**config.mk**
```make
export PLATFORM = sky130hd
export DESIGN_NAME = prewish5k_multichan_loader
export DESIGN_NICKNAME = d
export VERILOG_FILES = /design/src/rtl/prewish5k_multichan_loader.sv
export SDC_FILE = /design/constraint.sdc
export NUM_CORES = 1
export LEC_CHECK = 0
export ABC_AREA = 0
export BUFFER_PORTS_ARGS = -buffer_cell sky130_fd_sc_hd__buf_2
export CORE_ASPECT_RATIO = 0.5
export CORE_MARGIN = 2
export CORE_UTILIZATION = 55
export CTS_CLUSTER_SIZE = 30
export DETAILED_ROUTE_END_ITERATION = 8
export PLACE_DENSITY = 0.74
export SYNTH_ARGS = -nofsm -noshare
export SYNTH_HDL_FRONTEND = slang
export SYNTH_SLANG_ARGS = --single-unit
```
**constraint.sdc**
```tcl
create_clock -name CLK_I -period 3.1 [get_ports CLK_I]
set_clock_uncertainty 0.2 [all_clocks]
set_input_delay 0.155 -clock CLK_I [delete_from_list [all_inputs] [get_ports CLK_I]]
set_output_delay 0.155 -clock CLK_I [all_outputs]
set_load 0.1 [all_outputs]
```
**src/rtl/prewish5k_multichan_loader.sv**
```systemverilog
// Multi-channel DIP mask loader.
// Polls an external debouncer for button levels, detects per-channel edges,
// latches the inverted DIP value into a per-channel slot and delivers pending
// slots downstream over a strobe/acknowledge handshake in round-robin order.
module prewish5k_multichan_loader #(
  parameter int unsigned NCH        = 4,
  parameter int unsigned DW         = 8,
  parameter int unsigned POLL_BITS  = 16,
  parameter int unsigned ALIVE_BITS = 23,
  parameter int unsigned EDGE_MODE  = 0,
  localparam int unsigned CW = (NCH > 1) ? $clog2(NCH) : 1
) (
  input  logic           CLK_I,
  input  logic           RST_I,
  output logic           DBN_STB_O,
  input  logic           DBN_ACK_I,
  input  logic [NCH-1:0] DBN_DAT_I,
  input  logic [DW-1:0]  i_dip,
  output logic           STB_O,
  input  logic           ACK_I,
  output logic [DW-1:0]  DAT_O,
  output logic [CW-1:0]  CH_O,
  output logic [NCH-1:0] o_pending,
  output logic           o_overrun,
  output logic           o_timeout,
  output logic           o_alive
);

  typedef enum logic [1:0] {P_IDLE, P_REQ, P_WAIT, P_GAP} poll_state_e;
  typedef enum logic [1:0] {D_IDLE, D_STB, D_GAP} disp_state_e;

  // Poll side
  poll_state_e           poll_state_q, poll_state_d;
  logic [POLL_BITS-1:0]  poll_cnt_q,   poll_cnt_d;
  logic [3:0]            wait_cnt_q,   wait_cnt_d;
  logic [NCH-1:0]        btn_q,        btn_d;
  logic [NCH-1:0]        btn_prev_q,   btn_prev_d;
  logic                  primed_q,     primed_d;
  logic                  cap_q,        cap_d;
  logic                  timeout_q,    timeout_d;
  logic [ALIVE_BITS-1:0] alive_q,      alive_d;

  // Dispatch side
  disp_state_e           disp_q,       disp_d;
  logic [NCH-1:0][DW-1:0] slot_q,      slot_d;
  logic [NCH-1:0]        pending_q,    pending_d;
  logic                  overrun_q,    overrun_d;
  logic [DW-1:0]         dat_q,        dat_d;
  logic [CW-1:0]         ch_q,         ch_d;
  logic [CW-1:0]         last_q,       last_d;

  // Combinational helpers
  logic [NCH-1:0]        rise_vec;
  logic [NCH-1:0]        fall_vec;
  logic [NCH-1:0]        edge_vec;
  logic [NCH-1:0]        req_vec;
  logic                  gnt_found;
  logic [CW-1:0]         gnt_idx;
  logic [DW-1:0]         gnt_dat;

  // Poll FSM: free-running interval counter, one-clock request, bounded wait for the debouncer
  always_comb begin
    poll_state_d = poll_state_q;
    poll_cnt_d   = poll_cnt_q;
    wait_cnt_d   = wait_cnt_q;
    btn_d        = btn_q;
    btn_prev_d   = btn_prev_q;
    primed_d     = primed_q;
    cap_d        = 1'b0;
    timeout_d    = timeout_q;
    alive_d      = alive_q + ALIVE_BITS'(1);
    unique case (poll_state_q)
      P_IDLE: begin
        poll_cnt_d = poll_cnt_q + POLL_BITS'(1);
        if (poll_cnt_q == '1) begin
          poll_state_d = P_REQ;
        end
      end
      P_REQ: begin
        wait_cnt_d   = '0;
        poll_state_d = P_WAIT;
      end
      P_WAIT: begin
        if (DBN_ACK_I) begin
          btn_d        = DBN_DAT_I;
          btn_prev_d   = btn_q;
          cap_d        = primed_q;
          primed_d     = 1'b1;
          poll_state_d = P_GAP;
        end else if (wait_cnt_q == 4'd15) begin
          timeout_d    = 1'b1;
          poll_state_d = P_GAP;
        end else begin
          wait_cnt_d = wait_cnt_q + 4'd1;
        end
      end
      P_GAP: begin
        poll_state_d = P_IDLE;
      end
      default: poll_state_d = P_IDLE;
    endcase
  end

  // Edge detection, valid only on the clock following a primed capture
  always_comb begin
    rise_vec = btn_q & ~btn_prev_q;
    fall_vec = btn_prev_q & ~btn_q;
    edge_vec = '0;
    if (cap_q) begin
      if (EDGE_MODE == 0) begin
        edge_vec = rise_vec;
      end else if (EDGE_MODE == 1) begin
        edge_vec = fall_vec;
      end else begin
        edge_vec = rise_vec | fall_vec;
      end
    end
  end

  // Round-robin arbiter; edges arriving this clock are visible so a grant can follow an edge directly
  always_comb begin
    req_vec   = pending_q | edge_vec;
    gnt_found = 1'b0;
    gnt_idx   = '0;
    for (int unsigned i = 0; i < NCH; i++) begin
      logic [CW-1:0] cand;
      cand = CW'((32'(last_q) + 32'd1 + i) % NCH);
      if (!gnt_found && req_vec[cand]) begin
        gnt_found = 1'b1;
        gnt_idx   = cand;
      end
    end
    gnt_dat = edge_vec[gnt_idx] ? ~i_dip : slot_q[gnt_idx];
  end

  // Dispatch FSM plus slot/pending bookkeeping
  always_comb begin
    disp_d    = disp_q;
    pending_d = pending_q;
    slot_d    = slot_q;
    overrun_d = overrun_q;
    dat_d     = dat_q;
    ch_d      = ch_q;
    last_d    = last_q;
    unique case (disp_q)
      // D_GAP arbitrates as well so back-to-back deliveries have a single idle strobe clock
      D_IDLE, D_GAP: begin
        disp_d = D_IDLE;
        if (gnt_found) begin
          dat_d  = gnt_dat;
          ch_d   = gnt_idx;
          last_d = gnt_idx;
          disp_d = D_STB;
        end
      end
      D_STB: begin
        if (ACK_I) begin
          pending_d[ch_q] = 1'b0;
          disp_d          = D_GAP;
        end
      end
      default: disp_d = D_IDLE;
    endcase
    // Applied after the acknowledge clear so a coinciding edge keeps the channel pending
    for (int unsigned k = 0; k < NCH; k++) begin
      if (edge_vec[k]) begin
        slot_d[k]    = ~i_dip;
        pending_d[k] = 1'b1;
        if (pending_q[k]) begin
          overrun_d = 1'b1;
        end
      end
    end
  end

  // State registers with asynchronous active-low reset
  always_ff @(posedge CLK_I or negedge RST_I) begin
    if (!RST_I) begin
      poll_state_q <= P_IDLE;
      poll_cnt_q   <= '0;
      wait_cnt_q   <= '0;
      btn_q        <= '0;
      btn_prev_q   <= '0;
      primed_q     <= 1'b0;
      cap_q        <= 1'b0;
      timeout_q    <= 1'b0;
      alive_q      <= '0;
      disp_q       <= D_IDLE;
      slot_q       <= '0;
      pending_q    <= '0;
      overrun_q    <= 1'b0;
      dat_q        <= '0;
      ch_q         <= '0;
      last_q       <= CW'(NCH - 1);
    end else begin
      poll_state_q <= poll_state_d;
      poll_cnt_q   <= poll_cnt_d;
      wait_cnt_q   <= wait_cnt_d;
      btn_q        <= btn_d;
      btn_prev_q   <= btn_prev_d;
      primed_q     <= primed_d;
      cap_q        <= cap_d;
      timeout_q    <= timeout_d;
      alive_q      <= alive_d;
      disp_q       <= disp_d;
      slot_q       <= slot_d;
      pending_q    <= pending_d;
      overrun_q    <= overrun_d;
      dat_q        <= dat_d;
      ch_q         <= ch_d;
      last_q       <= last_d;
    end
  end

  assign DBN_STB_O = (poll_state_q == P_REQ);
  assign STB_O     = (disp_q == D_STB);
  assign DAT_O     = dat_q;
  assign CH_O      = ch_q;
  assign o_pending = pending_q;
  assign o_overrun = overrun_q;
  assign o_timeout = timeout_q;
  assign o_alive   = alive_q[ALIVE_BITS-1];

endmodule

```
==> insert_results.sql, run 1 <==
INSERT INTO impl_metrics (metric_group, metric, value, unit) VALUES
('outcome', 'status', 'complete, no violations', ''),
('synthesis', 'ys_top_cells_by_area', 'sky130_fd_sc_hd__dfrtp_1 53%, sky130_fd_sc_hd__o21ai_0 5.4%, sky130_fd_sc_hd__nand2_1 5.3%', ''),
('routing', 'drtIter0Drc', '234', ''),
('final_layout', 'flow.area_growth_from_synthesis', '15.21', '%'),
('power', 'p_int', '3.584', 'mW'),
('synthesis', 'synth.yosys.seq_area_share', '54.02', '%'),
('power', 'power.share.clock', '20.2', '%'),
('synthesis', 'synth_cell_type_count', '57', ''),
('sta', 'clock.fmax', '355.6', 'MHz'),
('sta', 'rsz_0062_raised_after_global_routing', 'false', ''),
('cts', 'cts_setup_buffers', '0', ''),
('cts', 'clock_tree.root_cell', 'sky130_fd_sc_hd__clkbuf_16', ''),
('routing', 'antenna_left', '0', ''),
('floorplan', 'die_w', '138.3', 'um'),
('synthesis', 'synthFlopType', 'sky130_fd_sc_hd__dfrtp_1', ''),
('cts', 'hold_buffers', '15', ''),
('synthesis', 'synth_compound_area_share', '14.83', '%'),
('power', 'leakage', '2.623', 'nW'),
('power', 'switching_share', '44.29', '%'),
('synthesis', 'main_combinational_cell_family_by_area_after_synthesis', 'simple AND/OR/NAND/NOR gates', ''),
('worst_setup_path', 'critical_path.endpoint_type', 'flop', ''),
('sta', 'report.final.setup_viol', '0', ''),
('synthesis', 'commonest_cells_in_the_netlist', '105 x sky130_fd_sc_hd__dfrtp_1, 70 x sky130_fd_sc_hd__nand2_1, 54 x sky130_fd_sc_hd__o21ai_0', ''),
('global_route', 'grt_remaining_overflow', '0', ''),
('placed_design', 'dp_cells', '608', ''),
('sta', 'final.setup.tns', '0', 'ps'),
('synthesis', 'synth-warning-count', '0', ''),
('routing', 'routed_via_density', '5.588', ''),
('sta', 'worst_slew_margin_rel', '24.14', '%'),
('worst_setup_path', 'crit_type', 'flop to flop', ''),
('worst_setup_path', 'critical_path_required', '3100', 'ps'),
('global_route', 'initial_antenna_violation_count', '0', ''),
('worst_setup_path', 'arrival', '2810', 'ps'),
('worst_setup_path', 'path_buf_inv', '0', ''),
('cts', 'clock_tree_from_tritoncts', 'done', ''),
('routing', 'drc_errors', '0', ''),
('floorplan', 'initial_core_utilization', '56.77', '%'),
('cts', 'cts_buffers', '9', ''),
('worst_setup_path', 'worstPathCellList', 'and3b_1 -> o221ai_1 -> nor4b_1 -> nor2_1 -> nand3_1 -> o211ai_1 -> o21ai_1', ''),
('synthesis', 'post-synth-top-area-fraction', '52.96', '%'),
('power', 'comb_power_share', '45.1', '%'),
('cts', 'h-tree-depth', '3', ''),
('routing', 'route.detailed.wl_per_inst', '15.50', 'um'),
('synthesis', 'post-synth-top-area-cell', 'sky130_fd_sc_hd__dfrtp_1', ''),
('synthesis', 'synth_simple_gate_area_share', '15.71', '%'),
('global_route', 'grt_start_max_net_pins', '71', ''),
('synthesis', 'ys_async_sr_fraction', '100.0', '%'),
('synthesis', 'synth-edff-count', '0', ''),
('synthesis', 'yosys.area_share.adder', '1.765', '%'),
('floorplan', 'number_of_cell_rows', '24', ''),
('floorplan', 'core_box_area', '8738', 'um2'),
('placed_design', 'gpl.final_weighted_congestion', '0.8548', ''),
('sta', 'min_period_over_period', '90.71', '%'),
('power', 'p_per_cell_area', '1126', 'nW/um2'),
('worst_setup_path', 'crit_family', 'simple AND/OR/NAND/NOR gates', ''),
('routing', 'via_count', '3571', ''),
('floorplan', 'num_io_pins', '35', ''),
('synthesis', 'syn_area_per_cell', '10.51', 'um2'),
('synthesis', 'post-synth-top-count-cell', 'sky130_fd_sc_hd__dfrtp_1', ''),
('floorplan', 'design.die.area', '9842', 'um2'),
('worst_setup_path', 'timing.critical_path.slowest_cell_delay', '870', 'ps'),
('sta', 'timing.final.hold_violations', '0', ''),
('power', 'switchingPower', '2.850', 'mW'),
('final_layout', 'design_area', '5715', 'um2'),
('power', 'seqPwrFrac', '34.7', '%'),
('power', 'vdd_drop_max', '0.7638', 'mV'),
('floorplan', 'dieHeight', '71.16', 'um'),
('synthesis', 'syn_inst', '472', ''),
('synthesis', 'mapped_nets', '495', ''),
('worst_setup_path', 'slowest_stage', 'sky130_fd_sc_hd__nor2_1', ''),
('routing', 'finalWirelength', '9902', 'um');
## through the flow
| step | utilization [%] | power (mW) | setup slack (ps) |
|---|---|---|---|
| finish | 65.41 | 6.434 | 288.0 |
| global route | 65.41 | 6.858 | 4.600 |
| CTS | 65.41 | 6.467 | 298.7 |
| detailed placement | 59.77 | 5.133 | 326.3 |
| global placement | 59.77 | 5.078 | 382.0 |
| floorplan | - | 4.577 | 213.1 |
## layer usage
| layer | track usage [%] | vias up | wire length (um) |
|---|---|---|---|
| li1 | - | 1754 | - |
| met3 | 5.687 | 6 | 370 |
| met4 | 7.029 | 0 | 103 |
| met2 | 34.54 | 77 | 4670 |
| met1 | 29.67 | 1734 | 4758 |
| met5 | 0 | - | 0 |
## final timing paths
path	start	endpoint
hold / removal	RST_I	wait_cnt_q[0]
min in group CLK_I	o_timeout	o_timeout
max in group asynchronous	RST_I	DAT_O[2]
setup reg to reg	cap_q	DAT_O[4]
setup / recovery	cap_q	DAT_O[4]
hold reg to reg	o_timeout	o_timeout
## placed cells by master, fill, tap and decap left out, drive strengths merged, types with 2 or more instances in the layout
cell type	Yosys	routed
bufinv	0	3
and3	9	9
nor4	2	2
nor2	19	19
clkbuf	11	11
inv	16	16
o21ai	64	64
nand2b	2	2
o2111ai	2	2
dfrtp	105	105
xor2	12	12
dfstp	2	2
clkinv	0	2
nand3	29	29
o211ai	10	10
xnor2	24	24
o31a	8	8
and3b	4	4
ha	7	7
nand3b	4	4
nand4	7	7
nand2	71	71
a31oi	2	2
a21oi	7	7
a31o	2	2
o31ai	2	2
a41o	2	2
dlygate4sd3	0	15
and4	2	2
nor3	4	4
buf	8	38
mux2	18	18
## final cells by class
cell class | count | area (um2) | share of cell area, %
clock buffers | 11 | 242.7 | 4.247
clock inverters | 5 | 100.1 | 1.751
inverters | 16 | 60.06 | 1.051
multi-input cells | 330 | 2121 | 37.11
flip-flops and latches | 107 | 2680 | 46.89
well taps | 117 | 146.4 | 2.561
repair buffers | 53 | 365.4 | 6.392
## power by group through the flow
stage	registers, mW	logic [mW]	clock network [mW]
2_1_floorplan	2.85	1.72	0
3_3_place_gp	2.23	2.85	0
3_5_place_dp	2.25	2.88	0
4_1_cts	2.23	2.92	1.32
5_1_grt	2.30	3.17	1.39
6_report	2.23	2.90	1.30
## cells by family (layout without fill, tap and decap cells)
kind of cell	count (synthesis)	after routing
adder cells (fa/ha/maj)	7	7
multiplexers	18	18
AO/OA/AOI/OAI	110	110
buffers and inverters	35	85
AND/OR/NAND/NOR	159	159
flip-flops	107	107
XOR/XNOR	36	36
## flip-flops by register name, indices dropped and copies added, names as in the netlist
signal / count
poll_state_q: 2
btn_q: 4
slot_q: 32
poll_cnt_q: 16
DAT_O: 8
alive_q: 23
primed_q: 1
cap_q: 1
btn_prev_q: 4
CH_O: 2
wait_cnt_q: 4
o_pending: 4
last_q: 2
disp_q: 2
o_overrun: 1
o_timeout: 1
Note: power is estimated with default switching activity, not from simulation.
==> run 2: changes to the inputs <==
--- a/config.mk
+++ b/config.mk
@@ -12,7 +12,9 @@
 export CORE_UTILIZATION = 55
 export CTS_CLUSTER_SIZE = 30
 export DETAILED_ROUTE_END_ITERATION = 8
+export GPL_TIMING_DRIVEN = 0
 export PLACE_DENSITY = 0.74
+export SLEW_MARGIN = 0
 export SYNTH_ARGS = -nofsm -noshare
 export SYNTH_HDL_FRONTEND = slang
 export SYNTH_SLANG_ARGS = --single-unit
==> run 2 against run 1 <==
Effect of this change: sequential share of layout area increased by 0.18 points; count of clock-buffer cells in the layout is the same; hold slack got worse by 12 ps; critical endpoint is now DAT_O[1].
==> insert_results.sql, run 2 (synthesized netlist as in run 1, its figures left out) <==
INSERT INTO impl_metrics (metric_group, metric, value, unit) VALUES
('routing', 'drtIter0Drc', '251', ''),
('cts', 'cts_buffers', '9', ''),
('global_route', 'grt_first_pass_wirelength', '17620', 'um'),
('cts', 'clkSlewWorstSetupHoldPaths', '60', 'ps'),
('global_route', 'grt_remaining_overflow', '0', ''),
('sta', 'timing.final.hold_violations', '0', ''),
('power', 'p_per_cell_area', '1095', 'nW/um2'),
('cts', 'clock_tree.root_cell', 'sky130_fd_sc_hd__clkbuf_16', ''),
('final_layout', 'final_common_cell', 'sky130_fd_sc_hd__dfrtp_1', ''),
('final_layout', 'diodes', '0', ''),
('final_layout', 'final_cell_mix', '105 x sky130_fd_sc_hd__dfrtp_1, 70 x sky130_fd_sc_hd__nand2_1, 54 x sky130_fd_sc_hd__o21ai_0', ''),
('floorplan', 'initial_core_utilization', '56.77', '%'),
('floorplan', 'design.die.area', '9842', 'um2'),
('sta', 'worst_slew_margin_rel', '28.66', '%'),
('global_route', 'track_usage', '22.59', '%'),
('sta', 'period_needed', '2975', 'ps'),
('cts', 'cts_setup_buffers', '0', ''),
('power', 'vdd_drop_max', '0.8567', 'mV'),
('sta', 'report.final.setup_viol', '0', ''),
('routing', 'routed_via_density', '5.651', ''),
('job', 'timing.max_cap.violations', '0', ''),
('sta', 'clock.fmax', '336.1', 'MHz'),
('sta', 'slew_violations', '0', ''),
('global_route', 'initial_antenna_violation_count', '0', ''),
('cts', 'h-tree-depth', '3', ''),
('routing', 'route.detailed.wl_per_inst', '15.60', 'um'),
('worst_setup_path', 'arrival', '2980', 'ps'),
('worst_setup_path', 'crit_path_start_kind', 'flop', ''),
('sta', 'worstMarginPinSlew', '1070', 'ps'),
('outcome', 'status', 'complete, no violations', ''),
('sta', 'final.setup.tns', '0', 'ps'),
('worst_setup_path', 'crit_type', 'flop to flop', ''),
('power', 'leakage', '2.613', 'nW'),
('final_layout', 'flow.area_growth_from_synthesis', '14.78', '%'),
('routing', 'drc_errors', '0', ''),
('cts', 'cts_sinks', '107', ''),
('worst_setup_path', 'worst-path-max-fanout', '10', ''),
('sta', 'min_period_over_period', '95.98', '%'),
('worst_setup_path', 'slowest_stage', 'sky130_fd_sc_hd__nand3b_1', ''),
('worst_setup_path', 'crit_family', 'compound AO/OA/AOI/OAI gates', ''),
('routing', 'antenna_left', '0', ''),
('routing', 'detail_route.first_pass.iterations', '4', ''),
('placed_design', 'gpl.final_weighted_congestion', '0.8331', ''),
('cts', 'clock_path_buffers', '2', ''),
('placed_design', 'hpwl', '6587', 'um'),
('floorplan', 'core_box_area', '8738', 'um2'),
('worst_setup_path', 'path_buf_inv', '3', ''),
('worst_setup_path', 'critical_path.endpoint_type', 'flop', ''),
('worst_hold_path', 'hold_class', 'input pin to asynchronous set/reset pin', ''),
('cts', 'clock_tree_from_tritoncts', 'done', ''),
('global_route', 'grt_start_max_net_pins', '73', ''),
('floorplan', 'dieHeight', '71.16', 'um'),
('final_layout', 'final_layout_size_suffix_gt1_share', '14.82', '%'),
('worst_setup_path', 'worstPathCellList', 'buf_6 -> nand3b_1 -> o21ai_1 -> a221o_1 -> buf_2 -> nand2_2 -> buf_2 -> mux2_1 -> o211ai_1 -> o21ai_1', ''),
('worst_setup_path', 'critical_path_required', '3110', 'ps'),
('floorplan', 'die_w', '138.3', 'um'),
('power', 'design_power_total', '6.232', 'mW'),
('final_layout', 'largest_reg_flops', '32', ''),
('floorplan', 'num_io_pins', '35', ''),
('worst_setup_path', 'timing.critical_path.slowest_cell_delay', '430', 'ps'),
('final_layout', 'max_flop_register', 'slot_q', ''),
('routing', 'finalWirelength', '10140', 'um'),
('sta', 'rsz_0062_raised_after_global_routing', 'false', ''),
('final_layout', 'design.final.nets', '555', ''),
('final_layout', 'largest_registers', 'slot_q (32), alive_q (23), poll_cnt_q (16)', ''),
('worst_setup_path', 'worst_r2r_startpoint', 'cap_q', ''),
('routing', 'via_count', '3673', ''),
('worst_setup_path', 'startpoint', 'cap_q', ''),
('cts', 'worst_skew_pair.late_latency', '350', 'ps'),
('placed_design', 'port-buffer-count', '34', ''),
('floorplan', 'number_of_cell_rows', '24', ''),
('global_route', 'first_global_vias', '3639', '');
-- run 2: cell types whose count changed in the layout (fill, tap and decap cells not counted) --
cell                        before  now
sky130_fd_sc_hd__clkbuf_1        1   12
sky130_fd_sc_hd__buf_2          33   38
sky130_fd_sc_hd__buf_4           4    1
sky130_fd_sc_hd__buf_6           0    3
sky130_fd_sc_hd__bufinv_16       3    0
sky130_fd_sc_hd__buf_12          1    0
sky130_fd_sc_hd__buf_16          0    1
sky130_fd_sc_hd__clkbuf_8        1    0
sky130_fd_sc_hd__clkinv_2        2    1
sky130_fd_sc_hd__nor2_1         17   16
sky130_fd_sc_hd__nor2_2          2    3
-- run 2: metal layers --
metal	vias to the layer above	GRT usage, %	part of all wire, %
met5	-	0	0
met4	0	5.896	0.88
met3	10	5.213	5.2
met2	81	36.14	48
met1	1799	31.78	46
li1	1783	-	-
-- run 2: stage by stage --
step	cells	util, %	cell area, um2	setup slack, ps	hold slack (ps)
6_report	650	65.16	5694	124.5	111.1
5_1_grt	650	65.16	5694	8.080	164.5
4_1_cts	651	65.18	5695	14.40	114.3
3_5_place_dp	624	60.74	5308	29.22	-53.21
3_3_place_gp	623	60.40	5278	118.3	158.1
2_1_floorplan	472	-	4961	213.1	-340.6
-- run 2: cell type report --
class / instances / area [um2]
Clock inverter: 1 / 5.005
Timing Repair Buffer: 50 / 350.3
Clock buffer: 11 / 232.7
Buffer: 18 / 96.34
Multi-Input combinational cell: 330 / 2123
Sequential cell: 107 / 2680
Tap cell: 117 / 146.4
Fill cell: 712 / 3044
Inverter: 16 / 60.06
-- run 2: power by group --
group	switching [mW]	leakage, nW	internal (mW)
clock network	0.462	0.117	0.526
logic	2.08	1.16	0.936
registers	0.355	1.34	1.87
total	2.90	2.61	3.34
-- run 2: what timing repair did --
item,in CTS,in global routing
hold endpoints to repair,83,0
hold buffers,15,0
resized for setup,0,1
endpoints found under the setup margin,0,10
-- run 2: path summary, 6_finish.rpt --
check	cells past startpoint	to	slack, ps
max reg2reg	10	DAT_O[1]	120
min in group CLK_I	1	alive_q[0]	260
min reg2reg	1	alive_q[0]	260
min	2	wait_cnt_q[1]	110
max in group asynchronous	3	last_q[0]	1840
max	10	DAT_O[1]	120
==> run 3: changes to the inputs <==
--- a/config.mk
+++ b/config.mk
@@ -10,6 +10,7 @@
 export CORE_ASPECT_RATIO = 0.5
 export CORE_MARGIN = 2
 export CORE_UTILIZATION = 55
+export CTS_BUF_LIST = sky130_fd_sc_hd__clkbuf_2 sky130_fd_sc_hd__clkbuf_4 sky130_fd_sc_hd__clkbuf_8
 export CTS_CLUSTER_SIZE = 30
 export DETAILED_ROUTE_END_ITERATION = 8
 export GPL_TIMING_DRIVEN = 0
==> run 3 against run 2 <==
Effect of this change: hold slack got worse by 30 ps; sequential share of layout area rose by 0.66 points; die area did not move; clock power fell by 27%; cell area fell by 1.4%; critical endpoint unchanged; largest power group unchanged; register-to-register slack improved by 70 ps; total power fell by 4.5%.
==> insert_results.sql, run 3 (synthesized netlist as in run 1, its figures left out) <==
INSERT INTO impl_metrics (metric_group, metric, value, unit) VALUES
('final_layout', 'max_flop_register', 'slot_q', ''),
('worst_setup_path', 'worst-path-max-fanout', '10', ''),
('worst_setup_path', 'crit_family', 'simple AND/OR/NAND/NOR gates', ''),
('final_layout', 'fill_cells', '722', ''),
('sta', 'report.final.setup_viol', '0', ''),
('final_layout', 'largest_reg_flops', '32', ''),
('final_layout', 'final_cell_mix', '105 x sky130_fd_sc_hd__dfrtp_1, 70 x sky130_fd_sc_hd__nand2_1, 54 x sky130_fd_sc_hd__o21ai_0', ''),
('routing', 'finalWirelength', '10030', 'um'),
('global_route', 'grt_start_max_net_pins', '73', ''),
('floorplan', 'die_w', '138.3', 'um'),
('global_route', 'grt_remaining_overflow', '0', ''),
('worst_setup_path', 'critical_path_required', '3140', 'ps'),
('cts', 'cts_buffers', '9', ''),
('floorplan', 'num_io_pins', '35', ''),
('worst_setup_path', 'crit_type', 'flop to flop', ''),
('sta', 'final.setup.tns', '0', 'ps'),
('routing', 'drtIter0Drc', '316', ''),
('worst_setup_path', 'crit_path_start_kind', 'flop', ''),
('floorplan', 'initial_core_utilization', '56.77', '%'),
('power', 'leakage', '2.582', 'nW'),
('power', 'vdd_drop_max', '0.7532', 'mV'),
('cts', 'clock_path_buffers', '2', ''),
('job', 'timing.max_cap.violations', '0', ''),
('cts', 'clock_tree_from_tritoncts', 'done', ''),
('worst_setup_path', 'worstPathCellList', 'buf_6 -> and3b_1 -> buf_2 -> o221ai_1 -> nor4b_1 -> nor2_2 -> clkbuf_1 -> o211ai_1 -> o21ai_1', ''),
('routing', 'routed_via_density', '5.621', ''),
('final_layout', 'fin_cells', '652', ''),
('global_route', 'grt_first_pass_wirelength', '17170', 'um'),
('final_layout', 'flow.area_growth_from_synthesis', '13.19', '%'),
('final_layout', 'largest_registers', 'slot_q (32), alive_q (23), poll_cnt_q (16)', ''),
('power', 'p_per_cell_area', '1060', 'nW/um2'),
('worst_setup_path', 'critical_path.endpoint_type', 'flop', ''),
('sta', 'clock.fmax', '344.0', 'MHz'),
('final_layout', 'final-seq-area', '2680', 'um2'),
('sta', 'min_period_over_period', '93.76', '%'),
('floorplan', 'dieHeight', '71.16', 'um'),
('final_layout', 'final_layout_size_suffix_gt1_share', '15.51', '%'),
('placed_design', 'hpwl', '6587', 'um'),
('cts', 'worst_skew_pair.late_latency', '370', 'ps'),
('worst_hold_path', 'hold_class', 'input pin to asynchronous set/reset pin', ''),
('placed_design', 'port-buffer-count', '34', ''),
('cts', 'clkSlewWorstSetupHoldPaths', '90', 'ps'),
('final_layout', 'multiInputGateArea', '2123', 'um2'),
('worst_setup_path', 'slowest_stage', 'sky130_fd_sc_hd__nor4b_1', ''),
('sta', 'worstMarginPinSlew', '1095', 'ps'),
('placed_design', 'gpl.final_weighted_congestion', '0.8331', ''),
('worst_setup_path', 'path_buf_inv', '3', ''),
('sta', 'fin_worst_hold_slack', '81.15', 'ps'),
('floorplan', 'design.die.area', '9842', 'um2'),
('sta', 'worst_slew_margin_rel', '26.98', '%'),
('routing', 'detail_route.first_pass.iterations', '5', ''),
('routing', 'route.detailed.wl_per_inst', '15.38', 'um'),
('global_route', 'initial_antenna_violation_count', '0', ''),
('sta', 'rsz_0062_raised_after_global_routing', 'false', ''),
('cts', 'cts_sinks', '107', ''),
('sta', 'period_needed', '2907', 'ps'),
('routing', 'antenna_left', '0', ''),
('floorplan', 'number_of_cell_rows', '24', ''),
('worst_setup_path', 'arrival', '2950', 'ps'),
('final_layout', 'diodes', '0', ''),
('placed_design', 'dp_cells', '624', ''),
('routing', 'drc_errors', '0', ''),
('routing', 'via_count', '3665', ''),
('cts', 'h-tree-depth', '3', ''),
('floorplan', 'core_box_area', '8738', 'um2'),
('final_layout', 'design.final.nets', '557', ''),
('sta', 'timing.final.hold_violations', '0', ''),
('worst_setup_path', 'timing.critical_path.slowest_cell_delay', '620', 'ps'),
('global_route', 'first_global_vias', '3509', ''),
('global_route', 'track_usage', '22.27', '%'),
('cts', 'clock_tree.root_cell', 'sky130_fd_sc_hd__clkbuf_8', ''),
('outcome', 'status', 'complete, no violations', ''),
('sta', 'slew_violations', '0', ''),
('final_layout', 'final_common_cell', 'sky130_fd_sc_hd__dfrtp_1', '');
run 3: cell count changes in the layout (fill, tap and decap cells not counted):
cell / before / now
sky130_fd_sc_hd__clkbuf_16: 9 / 0
sky130_fd_sc_hd__clkbuf_1: 12 / 10
sky130_fd_sc_hd__buf_4: 1 / 3
sky130_fd_sc_hd__clkbuf_8: 0 / 9
sky130_fd_sc_hd__clkbuf_4: 0 / 2
run 3: final cells by class:
cell class / count / area share, %
Sequential cell: 107 / 47.73
Multi-Input combinational cell: 330 / 37.81
Timing Repair Buffer: 52 / 6.506
Tap cell: 117 / 2.607
Clock buffer: 11 / 2.473
Buffer: 18 / 1.716
Inverter: 16 / 1.070
Clock inverter: 1 / 0.08913
run 3: path summary, 6_finish.rpt:
path / from / endpoint / slack (ps) / depth (start not counted)
setup reg to reg: cap_q / DAT_O[1] / 190 / 9
hold reg to reg: alive_q[22] / alive_q[22] / 260 / 1
min in group CLK_I: alive_q[22] / alive_q[22] / 260 / 1
max in group asynchronous: RST_I / last_q[0] / 1850 / 3
setup / recovery: cap_q / DAT_O[1] / 190 / 9
hold / removal: RST_I / wait_cnt_q[1] / 80 / 2
run 3: layer usage:
| metal | part of all wire (%) | global-route usage (%) |
|---|---|---|
| met4 | 0.99 | 5.782 |
| met5 | 0 | 0 |
| met1 | 47 | 31.67 |
| met3 | 5.6 | 5.823 |
| met2 | 46 | 34.65 |
run 3: what timing repair did:
action                     in CTS  in global routing
hold endpoints to repair      151                  0
setup buffers                   0                  2
resized for setup               0                  1
hold buffers                   15                  0
setup endpoints to repair       0                 10
run 3: metrics by stage:
stage / setup WS [ps] / cell area (um2) / util (%) / power (mW)
6_report: 193.4 / 5615 / 64.26 / 5.952
5_1_grt: 36.56 / 5615 / 64.26 / 6.389
4_1_cts: 16.33 / 5602 / 64.10 / 5.947
3_5_place_dp: 29.22 / 5308 / 60.74 / 5.220
3_3_place_gp: 118.3 / 5278 / 60.40 / 5.138
2_1_floorplan: 213.1 / 4961 / - / 4.577
run 3: worst reg2reg max path, stage by stage (launching register included):
cell and delay (ps):
sky130_fd_sc_hd__dfrtp_1 380, sky130_fd_sc_hd__buf_6 130, sky130_fd_sc_hd__and3b_1 170, sky130_fd_sc_hd__buf_2 160, sky130_fd_sc_hd__o221ai_1 210, sky130_fd_sc_hd__nor4b_1 620
sky130_fd_sc_hd__nor2_2 240, sky130_fd_sc_hd__clkbuf_1 330, sky130_fd_sc_hd__o211ai_1 260, sky130_fd_sc_hd__o21ai_1 90
run 3: where the power goes:
part | internal [mW] | switching (mW) | total (mW)
sequential | 1.87 | 0.350 | 2.22
clock | 0.292 | 0.427 | 0.719
combinational | 0.941 | 2.07 | 3.01
